[config.mk]
export PLATFORM = sky130hd
export DESIGN_NAME = core_mem_arbiter
export DESIGN_NICKNAME = d
export VERILOG_FILES = /design/src/rtl/core_mem_arb_pkg.sv /design/src/rtl/core_mem_arb_checker.sv /design/src/rtl/core_mem_arb_rsp_route.sv /design/src/rtl/core_mem_arbiter.sv
export SDC_FILE = /design/constraint.sdc
export NUM_CORES = 1
export LEC_CHECK = 0
export BUFFER_PORTS_ARGS = -buffer_cell sky130_fd_sc_hd__buf_4
export CAP_MARGIN = 25
export CORE_AREA = 2 2 200 202
export CTS_BUF_LIST = sky130_fd_sc_hd__clkbuf_4
export CTS_CLUSTER_DIAMETER = 100
export DETAILED_ROUTE_END_ITERATION = 6
export DIE_AREA = 0 0 202 204
export PLACE_DENSITY = 0.3
export SLEW_MARGIN = 20
export SYNTH_ARGS = -nofsm -noshare
export SYNTH_HDL_FRONTEND = slang
export SYNTH_SLANG_ARGS = --single-unit
[constraint.sdc]
create_clock -name g_clk -period 2.3 [get_ports g_clk]
set_input_delay 0.115 -clock g_clk [delete_from_list [all_inputs] [get_ports g_clk]]
set_output_delay 0.115 -clock g_clk [all_outputs]
set_load 0.005 [all_outputs]
[src/rtl/core_mem_arb_pkg.sv]
// Shared types and bus widths for the core memory-port arbiter.
// Imported by the arbiter top, its response router and its checker.
package core_mem_arb_pkg;
  localparam int MEM_ADDR_W = 32;
  localparam int MEM_DATA_W = 64;
  localparam int MEM_STRB_W = MEM_DATA_W / 8;

  typedef enum logic [1:0] {
    ARB_IDLE   = 2'd0,
    ARB_HOLD_I = 2'd1,
    ARB_HOLD_D = 2'd2
  } arb_state_t;

  typedef enum logic {
    REQ_I = 1'b0,
    REQ_D = 1'b1
  } req_id_t;

  typedef struct packed {
    logic    valid;
    req_id_t id;
  } owner_t;
endpackage

[src/rtl/core_mem_arb_checker.sv]
// Protocol checks for the arbiter: a held requester keeps its request up,
// and no grant is ever issued to an idle requester.
module core_mem_arb_checker (
  input logic g_clk,
  input logic g_resetn,
  input logic hold_i,
  input logic hold_d,
  input logic imem_req,
  input logic dmem_req,
  input logic imem_gnt,
  input logic dmem_gnt
);
  a_hold_i_req : assert property (@(posedge g_clk) disable iff (!g_resetn) hold_i |-> imem_req);
  a_hold_d_req : assert property (@(posedge g_clk) disable iff (!g_resetn) hold_d |-> dmem_req);
  a_imem_gnt   : assert property (@(posedge g_clk) disable iff (!g_resetn) imem_gnt |-> imem_req);
  a_dmem_gnt   : assert property (@(posedge g_clk) disable iff (!g_resetn) dmem_gnt |-> dmem_req);
endmodule

[src/rtl/core_mem_arb_rsp_route.sv]
// Tracks which requester owns each outstanding read and steers the
// host response to that requester RSP_LATENCY cycles after its grant.
module core_mem_arb_rsp_route
  import core_mem_arb_pkg::*;
#(
  parameter int RSP_LATENCY = 1
) (
  input  logic                  g_clk,
  input  logic                  g_resetn,
  input  logic                  fire,
  input  req_id_t               sel,
  input  logic                  mem_err,
  input  logic [MEM_DATA_W-1:0] mem_rdata,
  output logic                  imem_err,
  output logic [MEM_DATA_W-1:0] imem_rdata,
  output logic                  dmem_err,
  output logic [MEM_DATA_W-1:0] dmem_rdata
);
  owner_t [RSP_LATENCY-1:0] owner_r;
  owner_t                   last_s;

  // Owner shift register; reset discards every in-flight response
  always_ff @(posedge g_clk) begin
    if (!g_resetn) begin
      owner_r <= '0;
    end else begin
      owner_r[0] <= '{valid: fire, id: sel};
      for (int i = 1; i < RSP_LATENCY; i++) begin
        owner_r[i] <= owner_r[i-1];
      end
    end
  end

  assign last_s = owner_r[RSP_LATENCY-1];

  // Response demux; gated by reset so a response landing during reset is hidden
  always_comb begin
    imem_err   = 1'b0;
    imem_rdata = '0;
    dmem_err   = 1'b0;
    dmem_rdata = '0;
    if (g_resetn && last_s.valid) begin
      if (last_s.id == REQ_I) begin
        imem_err   = mem_err;
        imem_rdata = mem_rdata;
      end else begin
        dmem_err   = mem_err;
        dmem_rdata = mem_rdata;
      end
    end else begin
      imem_err = 1'b0;
      dmem_err = 1'b0;
    end
  end
endmodule

[src/rtl/core_mem_arbiter.sv]
// Shares one req/gnt memory port between fetch and load/store requesters,
// holding the selection across host stalls and routing responses back.
module core_mem_arbiter
  import core_mem_arb_pkg::*;
#(
  parameter int RSP_LATENCY = 1,
  parameter int STARVE_MAX  = 4
) (
  input  logic                  g_clk,
  input  logic                  g_resetn,
  input  logic                  imem_req,
  input  logic [MEM_ADDR_W-1:0] imem_addr,
  input  logic                  imem_wen,
  input  logic [MEM_STRB_W-1:0] imem_strb,
  input  logic [MEM_DATA_W-1:0] imem_wdata,
  output logic                  imem_gnt,
  output logic                  imem_err,
  output logic [MEM_DATA_W-1:0] imem_rdata,
  input  logic                  dmem_req,
  input  logic [MEM_ADDR_W-1:0] dmem_addr,
  input  logic                  dmem_wen,
  input  logic [MEM_STRB_W-1:0] dmem_strb,
  input  logic [MEM_DATA_W-1:0] dmem_wdata,
  output logic                  dmem_gnt,
  output logic                  dmem_err,
  output logic [MEM_DATA_W-1:0] dmem_rdata,
  output logic                  mem_req,
  output logic [MEM_ADDR_W-1:0] mem_addr,
  output logic                  mem_wen,
  output logic [MEM_STRB_W-1:0] mem_strb,
  output logic [MEM_DATA_W-1:0] mem_wdata,
  input  logic                  mem_gnt,
  input  logic                  mem_err,
  input  logic [MEM_DATA_W-1:0] mem_rdata
);
  localparam int             CNT_W   = $clog2(STARVE_MAX + 1);
  localparam logic [CNT_W-1:0] CNT_MAX = CNT_W'(STARVE_MAX);

  arb_state_t       state_r;
  arb_state_t       state_nxt_s;
  req_id_t          sel_s;
  logic             req_sel_s;
  logic             fire_s;
  logic [CNT_W-1:0] starve_cnt_r;

  // Requester selection: held owner wins, otherwise dmem unless imem is starved
  always_comb begin
    sel_s = REQ_I;
    case (state_r)
      ARB_HOLD_I: sel_s = REQ_I;
      ARB_HOLD_D: sel_s = REQ_D;
      ARB_IDLE: begin
        if (imem_req && dmem_req) begin
          sel_s = (starve_cnt_r == CNT_MAX) ? REQ_I : REQ_D;
        end else if (dmem_req) begin
          sel_s = REQ_D;
        end else begin
          sel_s = REQ_I;
        end
      end
      default: sel_s = REQ_I;
    endcase
  end

  // Host-side request field mux
  always_comb begin
    if (sel_s == REQ_D) begin
      req_sel_s = dmem_req;
      mem_addr  = dmem_addr;
      mem_wen   = dmem_wen;
      mem_strb  = dmem_strb;
      mem_wdata = dmem_wdata;
    end else begin
      req_sel_s = imem_req;
      mem_addr  = imem_addr;
      mem_wen   = imem_wen;
      mem_strb  = imem_strb;
      mem_wdata = imem_wdata;
    end
  end

  assign mem_req  = req_sel_s && g_resetn;
  assign fire_s   = mem_req && mem_gnt;
  assign imem_gnt = fire_s && (sel_s == REQ_I);
  assign dmem_gnt = fire_s && (sel_s == REQ_D);

  // Next-state: lock onto a stalled requester until the host accepts it
  always_comb begin
    state_nxt_s = state_r;
    case (state_r)
      ARB_IDLE: begin
        if (mem_req && !mem_gnt) begin
          state_nxt_s = (sel_s == REQ_D) ? ARB_HOLD_D : ARB_HOLD_I;
        end else begin
          state_nxt_s = ARB_IDLE;
        end
      end
      ARB_HOLD_I, ARB_HOLD_D: begin
        if (mem_gnt || !mem_req) begin
          state_nxt_s = ARB_IDLE;
        end else begin
          state_nxt_s = state_r;
        end
      end
      default: state_nxt_s = ARB_IDLE;
    endcase
  end

  // State register
  always_ff @(posedge g_clk) begin
    if (!g_resetn) begin
      state_r <= ARB_IDLE;
    end else begin
      state_r <= state_nxt_s;
    end
  end

  // Saturating count of cycles imem spends blocked behind dmem
  always_ff @(posedge g_clk) begin
    if (!g_resetn) begin
      starve_cnt_r <= '0;
    end else if (imem_gnt) begin
      starve_cnt_r <= '0;
    end else if (imem_req && (sel_s == REQ_D) && (starve_cnt_r != CNT_MAX)) begin
      starve_cnt_r <= starve_cnt_r + CNT_W'(1);
    end else begin
      starve_cnt_r <= starve_cnt_r;
    end
  end

  core_mem_arb_rsp_route #(
    .RSP_LATENCY(RSP_LATENCY)
  ) u_rsp_route (
    .g_clk     (g_clk),
    .g_resetn  (g_resetn),
    .fire      (fire_s),
    .sel       (sel_s),
    .mem_err   (mem_err),
    .mem_rdata (mem_rdata),
    .imem_err  (imem_err),
    .imem_rdata(imem_rdata),
    .dmem_err  (dmem_err),
    .dmem_rdata(dmem_rdata)
  );

  core_mem_arb_checker u_chk (
    .g_clk   (g_clk),
    .g_resetn(g_resetn),
    .hold_i  (state_r == ARB_HOLD_I),
    .hold_d  (state_r == ARB_HOLD_D),
    .imem_req(imem_req),
    .dmem_req(dmem_req),
    .imem_gnt(imem_gnt),
    .dmem_gnt(dmem_gnt)
  );
endmodule

Word level (Yosys, flattened, before mapping)
Index checks and enable logic that the tools add are counted.
{ "word_totals": {"register_bits": 7, "latch_bits": 0, "mem_bits_rw": 0, "romBits": 0, "output_inout_bits": 238, "elab_cells": 48, "mem_count": 0} }
{ "op_classes": {"addsub": 1, "n_mul": 0, "div": 0, "magnitude_cmp": 0, "n_eq_ne": 5, "shift": 0, "n_mux": 21, "bitwise_logic": 2, "n_reduce_logical": 15} }
{ "op_table": {"columns": ["op", "count"], "rows": [
  ["2-to-1 mux 64 bit", 5],
  ["2-to-1 mux 32 bit", 1],
  ["logical AND 1 bit", 9],
  ["2-to-1 mux 1 bit", 9],
  ["2-to-1 mux 8 bit", 1],
  ["2-to-1 mux 2 bit", 3],
  ["case mux 2 bit (2 select lines)", 1],
  ["OR reduction 2 bit", 2],
  ["adder 3 x 1 -> 3 bit (second input constant)", 1],
  ["equality test 3 bit (second input constant)", 1],
  ["!= test 3 bit (second input constant)", 1],
  ["equality test 2 x 1 -> 1 bit (second input constant)", 1],
  ["equality test 2 bit (second input constant)", 1],
  ["logical NOT 1 bit", 2],
  ["logical NOT 2 bit", 1],
  ["!= test 2 bit (second input constant)", 1],
  ["NOT 1 bit", 2],
  ["case mux 1 bit (2 select lines)", 1],
  ["logical OR 1 bit", 1]
]} }

Longest topological paths before layout
{ "depth": {"depth_word": 10, "depth_mapped": 8, "ltp_nobuf": 5} }

Cells and area by module
From an unflattened synthesis, not the netlist that was laid out.
{ "unflattened": {"hier_cells": 340, "hier_area_um2": 3712.3} }
{ "modules_own_cells": {"columns": ["mod", "instances", "cells_per_inst", "area_each_um2", "seq_area_each_um2"], "rows": [
  ["core_mem_arbiter", 1, 164, 2145.8, 100.1],
  ["core_mem_arb_rsp_route", 1, 176, 1566.5, 40.0]
]} }

Worst setup path after synthesis
OpenSTA, ideal clock, no wires.
{ "synth_timing": {"path_type": "register to output", "start": "reg state_r[0]", "end": "out mem_addr[10]", "arrival_time_ns": 1.745, "slack_ns": 0.440, "stages_incl_launch_ff": 9, "path_cell_list": "dfxtp_1 > inv_1 > ha_1 > and4b_4 > or2_1 > buf_6 > buf_6 > buf_6 > mux2_4"} }
{ "synth_via": {"elab_chain_len": 3, "word_cells_on_any_way": 4, "classes_between": "eq/ne (1); mux (2); reduce/logical (1)"} }
{ "synth_lines": {"columns": ["item", "line", "rtl"], "rows": [
  ["from (decl)", "core_mem_arbiter.sv:39", "arb_state_t state_r;"],
  ["from (signal assigned)", "core_mem_arbiter.sv:114", "state_r <= state_nxt_s;"],
  ["equality test 2 bit or logical NOT 2 bit (tied branches)", "core_mem_arbiter.sv:49", "case (state_r)"],
  ["case mux 1 bit (2 select lines) *", "core_mem_arbiter.sv:49", null],
  ["2-to-1 mux 32 bit *", "core_mem_arbiter.sv:67", "if (sel_s == REQ_D) begin"],
  ["to (decl)", "core_mem_arbiter.sv:28", "output logic [MEM_ADDR_W-1:0] mem_addr,"]
]} }
Every way passes the cells marked *; elsewhere a longest branch is shown, timed or not.

Final worst setup path
{ "layout_timing": {"start": "reg starve_cnt_r[0]", "end": "out mem_addr[22]"} }
{ "layout_via": {"elab_chain_len": 5} }
{ "layout_lines": {"columns": ["item", "line", "rtl"], "rows": [
  ["from (decl)", "core_mem_arbiter.sv:44", "logic [CNT_W-1:0] starve_cnt_r;"],
  ["from (signal assigned)", "core_mem_arbiter.sv:125", "starve_cnt_r <= starve_cnt_r + CNT_W'(1);"],
  ["from (signal assigned)", "core_mem_arbiter.sv:127", "starve_cnt_r <= starve_cnt_r;"],
  ["equality test 3 bit", "core_mem_arbiter.sv:54", "sel_s = (starve_cnt_r == CNT_MAX) ? REQ_I : REQ_D;"],
  ["2-to-1 mux 1 bit", "core_mem_arbiter.sv:54", null],
  ["2-to-1 mux 1 bit", "core_mem_arbiter.sv:53", "if (imem_req && dmem_req) begin"],
  ["case mux 1 bit (2 select lines)", "core_mem_arbiter.sv:49", null],
  ["2-to-1 mux 32 bit", "core_mem_arbiter.sv:67", null]
]} }
No other way between the ends.

==> impl_metrics.prom <==
# TYPE chip_impl_metric gauge
chip_impl_info{name="timing.critical_path.cells",value="inv_1 -> ha_2 -> and4b_4 -> or2_4 -> buf_12 -> buf_16 -> mux2_4 -> buf_4"} 1
chip_impl_metric{name="slew_headroom",unit=""} 0.6924
chip_impl_metric{name="grt_max_degree",unit=""} 66
chip_impl_metric{name="drt_iter0_markers",unit=""} 73
chip_impl_metric{name="route.detailed.drc",unit=""} 0
chip_impl_metric{name="floorplan.rows",unit=""} 73
chip_impl_info{name="hold_path.class",value="primary input to flop"} 1
chip_impl_metric{name="grt_remaining_overflow",unit=""} 0
chip_impl_info{name="worst-setup-path-type",value="flop to primary output"} 1
chip_impl_metric{name="final_min_period_over_clock_period",unit=""} 0.9654
chip_impl_metric{name="arrival",unit="ps"} 2110
chip_impl_info{name="dominantRegCellSynth",value="dfxtp_1"} 1
chip_impl_metric{name="track_usage",unit=""} 0.08747
chip_impl_metric{name="first_global_vias",unit=""} 4469
chip_impl_metric{name="cts_made_buffers",unit=""} 3
chip_impl_info{name="slowest_stage",value="dfxtp_2"} 1
chip_impl_metric{name="crit_fanout",unit=""} 7
chip_impl_metric{name="post_synthesis_cell_type_count",unit=""} 29
chip_impl_metric{name="placedCellCount",unit=""} 1342
chip_impl_metric{name="fillCellCount",unit=""} 4421
chip_impl_metric{name="floorplan.die.width",unit="um"} 202
chip_impl_metric{name="diodes",unit=""} 0
chip_impl_info{name="rsz0062_at_grt",value="yes"} 1
chip_impl_metric{name="die-area",unit="mm2"} 0.04121
chip_impl_metric{name="flow.area_growth_from_synthesis",unit="%"} 176.8
chip_impl_metric{name="tightestPinTransition",unit="ps"} 458.3
chip_impl_metric{name="port-buffer-count",unit=""} 517
chip_impl_metric{name="global_route_wire_length_before_repair",unit="um"} 27390
chip_impl_metric{name="drt_first_pass_iters",unit=""} 4
chip_impl_metric{name="synth-seq-cells",unit=""} 7
chip_impl_metric{name="totalNegativeSetupSlack",unit="ps"} 0
chip_impl_metric{name="antenna_found_initial",unit=""} 0
chip_impl_metric{name="seqCellArea",unit="um2"} 145.1
chip_impl_metric{name="syn_nets",unit=""} 599
chip_impl_metric{name="wl",unit="um"} 19950
chip_impl_metric{name="pin_count",unit=""} 518
chip_impl_metric{name="detailed_route_vias_per_instance",unit=""} 3.173
chip_impl_metric{name="synth_cells",unit=""} 315
chip_impl_metric{name="path_clk_slew",unit="ps"} 60
chip_impl_metric{name="synth.top_cell.area_share",unit=""} 0.3226
chip_impl_info{name="yosys-top-cells-area",value="mux2_2 (32%), and2_1 (30%), mux2_4 (16%)"} 1
chip_impl_metric{name="clock.fmax",unit="MHz"} 450.4
chip_impl_info{name="setup.worst_path.end_class",value="primary output"} 1
chip_impl_metric{name="vdd_ir_drop_max",unit="mV"} 0.07985
chip_impl_metric{name="synthesis.area_per_instance",unit="um2"} 8.532
chip_impl_info{name="synthDominantAreaCellType",value="mux2_2"} 1
chip_impl_metric{name="ys_warn_count",unit=""} 0
chip_impl_metric{name="multiInputGateArea",unit="mm2"} 0.002451
chip_impl_metric{name="worstPathRequired",unit="ps"} 2180
chip_impl_metric{name="finish.cell_count_without_fillers",unit=""} 1354
chip_impl_metric{name="edff_count_synth",unit=""} 0
chip_impl_metric{name="critical_path.max_stage_delay",unit="ps"} 340
chip_impl_metric{name="finalClockSkew",unit="ps"} 2.234
chip_impl_metric{name="finalCriticalPeriod",unit="ps"} 2220
chip_impl_metric{name="power.density_cell_area",unit="mW/mm2"} 209.5
chip_impl_metric{name="power.leakage",unit="nW"} 3.854
chip_impl_metric{name="r2r_setup_slack",unit="ps"} 650
chip_impl_metric{name="report.final.hold_viol_count",unit=""} 0
chip_impl_metric{name="maxCapViolations",unit=""} 0
chip_impl_metric{name="routabilityCongestion",unit=""} 0.7622
chip_impl_metric{name="initial_core_utilization",unit=""} 0.06859
chip_impl_metric{name="ctsLongestPathBuffers",unit=""} 2
chip_impl_metric{name="ant_nets",unit=""} 0
chip_impl_metric{name="cts.htree.levels",unit=""} 1
chip_impl_metric{name="final_max_slew_viol_count",unit=""} 0
chip_impl_metric{name="cts_sinks",unit=""} 7
chip_impl_info{name="clock_root_cell",value="clkbuf_4"} 1
chip_impl_info{name="synth_top_cells_by_count",value="and2_1 (130), mux2_2 (77), mux2_4 (28), clkbuf_1 (14)"} 1
chip_impl_metric{name="mappedNetlistArea",unit="mm2"} 0.002688
chip_impl_metric{name="detailroute.via_count",unit=""} 4296
chip_impl_metric{name="core_region_area",unit="mm2"} 0.03918
chip_impl_info{name="timing.critical_path.from_type",value="flop"} 1
chip_impl_metric{name="finalNetCount",unit=""} 1114
chip_impl_info{name="synth.most_common_cell",value="and2_1"} 1
chip_impl_metric{name="die_h",unit="um"} 204
chip_impl_metric{name="drt-wirelength-per-cell",unit="um"} 14.73
chip_impl_info{name="outcome",value="finished, final reports clean"} 1
chip_impl_metric{name="clk_latency",unit="ps"} 250
chip_impl_metric{name="part_of_the_yosys_area_used_for_sequential_elements",unit=""} 0.05214
chip_impl_metric{name="share_of_flip_flops_with_an_asynchronous_set_or_reset",unit=""} 0
chip_impl_metric{name="place_hpwl",unit="um"} 17530
chip_impl_metric{name="timing.final.setup_violations",unit=""} 0
chip_impl_info{name="tritoncts",value="yes"} 1
chip_impl_metric{name="post_route_cells_drive_above_1_share",unit=""} 0.7949
[routing by layer]
metal / GRT usage / share of wire / up-vias
met4: 0.008141 / 0.0046 / 0
met3: 0.02376 / 0.099 / 4
li1: - / - / 2091
met1: 0.08735 / 0.34 / 1901
met2: 0.1827 / 0.55 / 300
met5: 0 / 0 / -
[final cells by class]
| type | instances | area share |
|---|---|---|
| Timing Repair Buffer | 535 | 0.5552 |
| Multi-Input combinational cell | 276 | 0.3295 |
| Tap cell | 525 | 0.08829 |
| Sequential cell | 7 | 0.01951 |
| Clock buffer | 4 | 0.004036 |
| Inverter | 7 | 0.003532 |
[report_power, final]
group | internal (mW) | switching [mW]
Sequential | 0.128 | 0.00427
Clock | 0.0781 | 0.0478
Combinational | 0.871 | 0.430
[critical path: cells and delay by family (launching register included)]
family	cells	cell delay, ps
buf+inv	4	500
simple gates	2	500
fa+ha+maj	1	200
flops	1	340
mux	1	310
[path summary, 6_finish.rpt]
kind / start / end / cells past startpoint
worst max-delay path: starve_cnt_r[0] / mem_addr[22] / 8
worst min-delay path: mem_gnt / state_r[1] / 2
worst min register to register: state_r[0] / state_r[0] / 2
worst max register to register: state_r[0] / starve_cnt_r[1] / 6
[registers in the layout, indices dropped and copies added, names as in the netlist]
signal / count
starve_cnt_r: 3
state_r: 2
u_rsp_route.last_s: 2
[stage by stage]
stage	utilization	hold WS [ps]	worst slack, ps	total power, mW	instance area, um2
CTS	0.1883	36.82	0.9228	1.583	7380
global placement	0.1844	324.8	157.9	1.407	7224
global route	0.1899	42.16	-14.72	1.676	7440
detailed placement	0.1844	320.8	171.9	1.396	7224
floorplan	-	191.1	439.9	0.5732	2688
finish	0.1899	49.72	79.60	1.559	7440
[cells by family (layout without fill, tap and decap cells)]
kind of cell,after synthesis,in the layout,synth area share
flip-flops,7,7,0.05214
buffers and inverters,33,546,0.06331
multiplexers,105,105,0.4790
AO/OA/AOI/OAI,15,15,0.04004
adder cells (fa/ha/maj),4,4,0.01862
AND/OR/NAND/NOR,151,152,0.3468
[cells in the final DEF (no fill, tap or decap), types with 2 or more instances in the layout]
| cell | count |
|---|---|
| clkbuf_4 | 4 |
| buf_6 | 3 |
| or2_4 | 2 |
| ha_2 | 2 |
| buf_12 | 5 |
| and2_1 | 130 |
| a211oi_1 | 4 |
| nor2_1 | 4 |
| mux2_2 | 69 |
| buf_16 | 2 |
| dfxtp_1 | 3 |
| inv_1 | 6 |
| or3_1 | 2 |
| mux2_4 | 36 |
| o31ai_1 | 2 |
| dfxtp_2 | 4 |
| o21ai_0 | 4 |
| nand2_1 | 5 |
| buf_4 | 525 |
[repair_timing]
item	4_1_cts	5_1_grt
hold buffers	0	0
hold endpoints to repair	0	0
cloned	3	0
buffers inserted	4	1
pin swaps	1	1
gates resized for setup	9	15
endpoints found under the setup margin	96	88
Note: power is estimated with default switching activity, not from simulation.
